**config.mk**
```make
export PLATFORM = sky130hd
export DESIGN_NAME = delay_sched
export DESIGN_NICKNAME = d
export VERILOG_FILES = /design/src/rtl/delay_sched.sv
export SDC_FILE = /design/constraint.sdc
export NUM_CORES = 1
export LEC_CHECK = 0
export ABC_CLOCK_PERIOD_IN_PS = 2080
export BUFFER_PORTS_ARGS = -buffer_cell sky130_fd_sc_hd__buf_2
export CAP_MARGIN = 5
export CORE_AREA = 2 2 60 56
export DETAILED_ROUTE_END_ITERATION = 8
export DIE_AREA = 0 0 62 58
export GPL_TIMING_DRIVEN = 0
export PLACE_DENSITY = 0.69
export SLEW_MARGIN = 20
export SYNTH_ARGS = -nofsm -noshare
export SYNTH_HDL_FRONTEND = slang
export SYNTH_SLANG_ARGS = --single-unit
```
**constraint.sdc**
```tcl
create_clock -name clk -period 2.08 [get_ports clk]
set_input_delay 0.208 -clock clk [delete_from_list [all_inputs] [get_ports clk]]
set_output_delay 0.208 -clock clk [all_outputs]
set_load 0.1 [all_outputs]
```
**src/rtl/delay_sched.sv**
```systemverilog
// rtl/delay_sched.sv - Corner-selectable data delay line with flush-and-reload on corner change.
module delay_sched #(
    parameter int MIN_DLY = 3,
    parameter int TYP_DLY = 4,
    parameter int MAX_DLY = 5
) (
    input  logic       clk,
    input  logic       rst,
    input  logic       en,
    input  logic       a,
    input  logic       cfg_req,
    input  logic [1:0] cfg_sel,
    output logic       cfg_ack,
    output logic       busy,
    output logic       y,
    output logic       y_vld,
    output logic [1:0] cur_sel
);

    localparam logic [1:0] S_IDLE  = 2'd0;
    localparam logic [1:0] S_RUN   = 2'd1;
    localparam logic [1:0] S_FLUSH = 2'd2;
    localparam logic [1:0] S_LOAD  = 2'd3;

    localparam logic [4:0] MIN_D = 5'(MIN_DLY);
    localparam logic [4:0] TYP_D = 5'(TYP_DLY);
    localparam logic [4:0] MAX_D = 5'(MAX_DLY);

    logic [1:0]         r_state;
    logic [MAX_DLY-1:0] r_sr;
    logic [MAX_DLY-1:0] r_vsr;
    logic [4:0]         r_dly;
    logic [1:0]         r_cur_sel;
    logic [1:0]         r_pend_sel;
    logic [3:0]         r_cnt;

    logic               w_tap_d;
    logic               w_tap_v;
    logic               w_out_en;
    logic [MAX_DLY-1:0] w_sr_shift;
    logic [MAX_DLY-1:0] w_vsr_shift;

    function automatic logic [4:0] sel_dly(input logic [1:0] sel);
        case (sel)
            2'b00:   sel_dly = MIN_D;
            2'b10:   sel_dly = MAX_D;
            default: sel_dly = TYP_D;
        endcase
    endfunction

    // Output tap at position dly-1; selected by loop to keep index widths exact.
    always_comb begin
        w_tap_d = 1'b0;
        w_tap_v = 1'b0;
        for (int i = 0; i < MAX_DLY; i++) begin
            if (5'(i) == r_dly - 5'd1) begin
                w_tap_d = r_sr[i];
                w_tap_v = r_vsr[i];
            end
        end
    end

    assign w_out_en    = (r_state == S_RUN) || (r_state == S_FLUSH);
    assign w_sr_shift  = (r_sr << 1) | MAX_DLY'(a);
    assign w_vsr_shift = (r_vsr << 1) | MAX_DLY'(1'b1);

    assign y_vld   = w_out_en & w_tap_v;
    assign y       = y_vld & w_tap_d;
    assign busy    = (r_state == S_FLUSH) || (r_state == S_LOAD);
    assign cfg_ack = (r_state == S_LOAD);
    assign cur_sel = r_cur_sel;

    always_ff @(posedge clk) begin
        if (rst) begin
            r_state    <= S_IDLE;
            r_sr       <= '0;
            r_vsr      <= '0;
            r_dly      <= TYP_D;
            r_cur_sel  <= 2'b01;
            r_pend_sel <= 2'b01;
            r_cnt      <= 4'd0;
        end else begin
            case (r_state)
                S_IDLE: begin
                    r_sr  <= '0;
                    r_vsr <= '0;
                    if (cfg_req) begin
                        r_pend_sel <= cfg_sel;
                        r_state    <= S_LOAD;
                    end else if (en) begin
                        r_state <= S_RUN;
                    end
                end
                S_RUN: begin
                    if (!en) begin
                        r_sr    <= '0;
                        r_vsr   <= '0;
                        r_state <= S_IDLE;
                    end else begin
                        r_sr  <= w_sr_shift;
                        r_vsr <= w_vsr_shift;
                        if (cfg_req) begin
                            r_pend_sel <= cfg_sel;
                            r_cnt      <= 4'(r_dly - 5'd1);
                            r_state    <= S_FLUSH;
                        end
                    end
                end
                S_FLUSH: begin
                    // Drain with zeros so every pre-request sample still reaches the old tap.
                    if (!en) begin
                        r_sr    <= '0;
                        r_vsr   <= '0;
                        r_state <= S_LOAD;
                    end else begin
                        r_sr  <= r_sr << 1;
                        r_vsr <= r_vsr << 1;
                        if (r_cnt == 4'd0) begin
                            r_state <= S_LOAD;
                        end else begin
                            r_cnt <= r_cnt - 4'd1;
                        end
                    end
                end
                default: begin
                    r_dly     <= sel_dly(r_pend_sel);
                    r_cur_sel <= (r_pend_sel == 2'b11) ? 2'b01 : r_pend_sel;
                    r_sr      <= '0;
                    r_vsr     <= '0;
                    r_state   <= en ? S_RUN : S_IDLE;
                end
            endcase
        end
    end

endmodule
```
==> run summary, run 1 <==
Main synth FF type: dfxtp_1
Area growth syn-to-layout: 30.5%
Clk sinks: 23
Cts hold-fix bufs: 0
Detailed Route WL: 2.83 mm
Worst path cell trace: inv_6, ha_4, ha_4, buf_6, nand3_1, o21ai_2, o21ai_2, nor4_4, buf_6
Worst hold path type: primary input to flip-flop
Seq pwr share: 0.346
TNS Setup: -0.180 ns
Slowest-stage cell, CP: dfxtp_4
Root Buffer: clkbuf_4
Max-Slew Margin vs Limit: 0.659
Register bit total from synthesis: 23
Largest area contributor in the netlist: dfxtp_1
Final Max Tran Viols: 0
Crit path DAT: 2.02 ns
Post-Layout Inst Area: 1660 µm²
Seq/Total Area, Yosys: 0.361
P_int: 0.870 mW
Post-synth EDFFs: 0
Post-place setup slack: -0.170 ns
GRT Residual Overflow: 0
Num CTS Buffers: 3
Worst Clk Skew: 0.0111 ns
Combinational fraction of design power: 0.520
Final period utilization: 1.07
Worst VDD drop: 0.525 mV
Vias in the first global route: 1069
Worst-skew pair later-pin latency: 0.31 ns
Final Critical Period: 2.22 ns
Psw: 0.680 mW
Total number of vias: 1117
Post-synthesis average cell area: 8.72 µm²
Core area: 2970 µm²
Final Setup Violations: 2
DP Cell Count: 199
Final hold violations: 0
Syn_nets: 164
Die ar.: 3600 µm²
Final Non-Filler Cells: 211
Fmax: 450 MHz
Number of antenna diodes: 0
Max incr delay on CP: 0.42 ns
Clock share of power: 0.134
Total track usage: 0.177
RSZ-0062 raised after global routing: yes
CP required: 1.87 ns
I/O pins: 13
Worst setup margin: -0.144 ns
Leakage: 0.662 nW
Power density cells: 932 nW/µm²
Total of max-cap violations: 0
Least-Margin Pin Slew: 0.512 ns
YS warnings: 0
Max FO, Critical Path: 5
CTS H-tree depth: 1
Largest cells by area after synthesis: dfxtp_1 (36%), ha_1 (11%), a21oi_1 (6.7%)
Fill cell total of the finished layout: 262
Synth Instances: 146
Rows: 19
Async S/R FF share, synth: 0
Clk buf depth: 2
Largest net degree at the start of global routing: 14
Vias/cell: 5.29
TritonRoute pass-1 iters: 4
IO Port Bufs: 11
CTS tree: yes
First-pass GRT wire length: 4.82 mm
Crit. End Element: primary output
Fin nets: 188
Status: finished, violations left
Avg WL per Cell: 13.4 µm
CP Launch Type: flip-flop
Dpl cell area: 1460 µm²
Post-DP HPWL: 1.93 mm
Remaining DRCs: 0
Initial drt markers: 25
Post-route antenna net violation count: 0
Switching Share: 0.439
Clk slew on worst S/H paths: 0.13 ns
Share of the synthesized area in the top cell type: 0.361
Ratio of cells with drive above 1 in the final layout: 0.337
DIE WIDTH: 62 µm
Count of cell types in the netlist: 34
Gpl congestion: 0.831
CP Class: flip-flop to primary output
Starting Density: 0.429
FF-to-FF setup slack: 0.45 ns
Initial antenna violation count: 0
Die Ht: 58 µm
Mapped Area: 1270 µm²
Failing checks: setup timing
==> final cells by class <==
class | instances | area, µm² | share of cell area
clock inverter | 1 | 5.00 | 0.00301
tap | 42 | 52.6 | 0.0316
buffer | 4 | 35.0 | 0.0211
timing repair buffer | 19 | 146 | 0.0881
sequential | 23 | 469 | 0.282
inverter | 11 | 53.8 | 0.0324
clock buffer | 3 | 22.5 | 0.0136
multi-input combinational | 108 | 877 | 0.528
==> cells by family after synthesis <==
logic type	count (synthesis)	synth area share
flip-flops	23	0.361
AO/OA/AOI/OAI	38	0.193
adder cells (fa/ha/maj)	11	0.108
multiplexers	4	0.0363
AND/OR/NAND/NOR	55	0.242
buffers and inverters	15	0.0599
==> path summary, 6_finish.rpt <==
| path | depth (start not counted) | startpoint | end |
|---|---|---|---|
| worst max-delay path | 9 | r_dly[1] | y |
| worst min-delay path | 2 | a | r_sr[0] |
| worst max register to register | 6 | r_state[1] | r_cnt[1] |
| worst min register to register | 1 | r_sr[2] | r_sr[3] |
==> synthesized netlist by cell type (3+ instances only) <==
cell,instances
a21o_1,3
a21oi_1,17
and2_1,9
dfxtp_1,23
ha_1,11
inv_1,11
nand2_1,11
nand2b_1,8
nand3_1,5
nand3b_1,3
nor2_1,7
o21ai_0,9
==> what timing repair did <==
item	CTS	global route
setup buffers	7	1
gates resized for setup	16	13
setup endpoints to repair	3	3
pin swaps	6	4
cloned	0	0
==> placed cells by master, fill, tap and decap left out, types with 3 or more instances in the layout <==
master,n
a21o_1,3
a21oi_1,15
and2_1,9
buf_2,8
buf_4,7
buf_6,3
clkbuf_4,3
dfxtp_1,20
ha_1,5
ha_4,4
inv_1,8
nand2_1,10
nand2b_1,8
nand3_1,5
nand3b_1,3
nor2_1,6
o21ai_0,7
o21ai_2,3
==> state kept, by name, summed over array words and instances, names as in the netlist <==
name,count
r_state,2
cur_sel,2
r_cnt,4
r_vsr,5
r_sr,5
r_dly,3
r_pend_sel,2
==> power by group through the flow <==
| stage | registers [mW] | clock network (mW) | logic, mW |
|---|---|---|---|
| final | 0.536 | 0.208 | 0.805 |
| after detailed placement | 0.543 | 0 | 0.744 |
| after global routing | 0.543 | 0.232 | 0.877 |
| after CTS | 0.532 | 0.215 | 0.787 |
| after global placement | 0.540 | 0 | 0.723 |
| after floorplan | 0.538 | 0 | 0.619 |
==> critical path, delay by kind of cell (launching register included) <==
family	cells	cell delay [ns]
AND/OR/NAND/NOR	2	0.23
AO/OA/AOI/OAI	2	0.17
adder cells (fa/ha/maj)	2	0.46
flip-flops	1	0.42
buffers and inverters	3	0.41
==> routing by layer <==
layer  up-vias  track usage  part of all wire
li1        558            -                 -
met1       538        0.242              0.48
met2        17        0.290              0.48
met3         4       0.0201             0.026
met4         0       0.0547             0.010
met5         -            0                 0
==> per-stage QoR <==
stage | hold WS [ns] | utilization | power (mW)
floorplan | 0.274 | - | 1.16
global placement | 0.410 | 0.490 | 1.26
detailed placement | 0.415 | 0.490 | 1.29
CTS | 0.0853 | 0.541 | 1.53
global route | 0.0842 | 0.559 | 1.65
finish | 0.0937 | 0.559 | 1.55
Note: power is estimated with default switching activity, not from simulation.
==> inputs of run 2 (changes only) <==
- REMOVE_ABC_BUFFERS: default -> 1
==> run 2 against run 1 <==
  * First-iteration DRC count increased by 60%
  * Critical path depth decreased by 1
  * Wire length increased by 1.8%
  * Worst hold slack improved by 0.0077 ns
  * Cell area decreased by 2.3%
  * Worst setup slack got worse by 0.096 ns
  * Final cell count decreased by 0.95%
  * Largest power group unchanged
  * Flip-flop and latch count unchanged
  * The flow still finishes with violations (setup timing)
  * Largest cell class unchanged
  * Die area unchanged
==> run summary, run 2 (same netlist as run 1, synthesis figures left out) <==
Status: finished, violations left
Failing checks: setup timing
Final Util: 0.547
Total number of vias: 1093
Total of max-cap violations: 0
Gpl congestion: 0.784
IO Port Bufs: 12
Final hold violations: 0
Initial antenna violation count: 0
Vias in the first global route: 1124
CTS tree: yes
TritonRoute pass-1 iters: 4
Worst Clk Skew: 0.00604 ns
Commonest non-fill, non-tap cell in the layout: dfxtp_1
Vias/cell: 5.23
DIE WIDTH: 62 µm
RSZ-0062 raised after global routing: yes
Final Max Tran Viols: 0
Final Non-Filler Cells: 209
Post-place setup slack: -0.578 ns
Hold_sp: a
Core area: 2970 µm²
CTS H-tree depth: 1
Leakage: 0.629 nW
Number of antenna diodes: 0
Pwr Total: 1.50 mW
Fmax: 431 MHz
Rows: 19
Hold Crit Endpoint: r_sr[0]
FF-to-FF setup slack: 0.38 ns
Commonest non-fill, non-tap cells in the layout: dfxtp_1 (21), a21oi_1 (15), nand2_1 (11), buf_2 (10), and2_1 (9)
I/O pins: 13
Area growth syn-to-layout: 27.5%
Worst setup margin: -0.240 ns
CP Launch Type: flip-flop
Max FO, Critical Path: 3
Die ar.: 3600 µm²
Worst Reg-to-Reg Cells: 5
Fin nets: 186
Max-Slew Margin vs Limit: 0.678
Dpl cell area: 1350 µm²
Initial drt markers: 40
Clk buf depth: 2
Num CTS Buffers: 3
Detailed Route WL: 2.88 mm
Worst hold path type: primary input to flip-flop
Largest net degree at the start of global routing: 16
Crit. End Element: primary output
CP required: 1.87 ns
GRT Residual Overflow: 0
Total track usage: 0.186
Worst VDD drop: 0.800 mV
Fill cell total of the finished layout: 271
Final period utilization: 1.12
Remaining DRCs: 0
Least-Margin Pin Slew: 0.486 ns
R2R Path End: r_cnt[0]
TNS Setup: -0.347 ns
CP Class: flip-flop to primary output
FF-to-FF Start: r_state[0]
Power density cells: 924 nW/µm²
Root Buffer: clkbuf_4
Post-Layout Inst Area: 1620 µm²
Die Ht: 58 µm
Post-DP HPWL: 1.87 mm
Worst-skew pair later-pin latency: 0.31 ns
First-pass GRT wire length: 4.99 mm
Final Critical Period: 2.32 ns
Clk slew on worst S/H paths: 0.12 ns
Clk sinks: 23
Avg WL per Cell: 13.8 µm
Crit path DAT: 2.11 ns
Hold-critical path depth: 2
Post-route antenna net violation count: 0
DP Cell Count: 196
Largest regs: r_sr (5), r_vsr (5), r_cnt (4)
Starting Density: 0.429
Hold Slack: 0.101 ns
Final Setup Violations: 2
Ratio of cells with drive above 1 in the final layout: 0.311
[run 2: layout make-up]
class | count | area, µm² | area share
Timing Repair Buffer | 21 | 154 | 0.0948
Inverter | 11 | 51.3 | 0.0316
Clock buffer | 4 | 26.3 | 0.0162
Tap cell | 42 | 52.6 | 0.0324
Multi-Input combinational cell | 108 | 872 | 0.537
Sequential cell | 23 | 468 | 0.288
[run 2: timing repair]
action / 4_1_cts / 5_1_grt
buffers inserted: 9 / 1
resized for setup: 31 / 12
pin swaps: 8 / 7
hold buffers: 0 / 0
endpoints found under the hold margin: 0 / 0
setup endpoints to repair: 3 / 2
[run 2: worst max path at each step]
| stage | endpoint | slack (ns) | depth (start not counted) | startpoint |
|---|---|---|---|---|
| after floorplan | y | -2.43 | 7 | r_dly[0] |
| after global placement | y | -0.51 | 8 | r_dly[0] |
| after detailed placement | y | -0.58 | 8 | r_dly[0] |
| after CTS | y | -0.41 | 8 | r_dly[0] |
| after global routing | y | -0.33 | 8 | r_dly[0] |
| final | y | -0.24 | 8 | r_dly[0] |
[run 2: layer usage]
layer,GRT usage,part of all wire,vias up
li1,-,-,550
met1,0.241,0.45,519
met2,0.298,0.51,20
met3,0.0625,0.039,4
met4,0.0395,0.0073,0
met5,0,0,-
[run 2: worst max-delay path, cell delays in order (launching register included)]
cell,delay [ns]
dfxtp_4,0.40
inv_6,0.05
ha_4,0.15
ha_4,0.28
inv_4,0.04
a2111oi_4,0.33
o21ai_1,0.11
nor4_2,0.18
buf_6,0.26
[run 2: where the power goes]
group          internal [mW]  switching [mW]
combinational          0.284           0.478
sequential             0.488          0.0412
clock                 0.0749           0.134
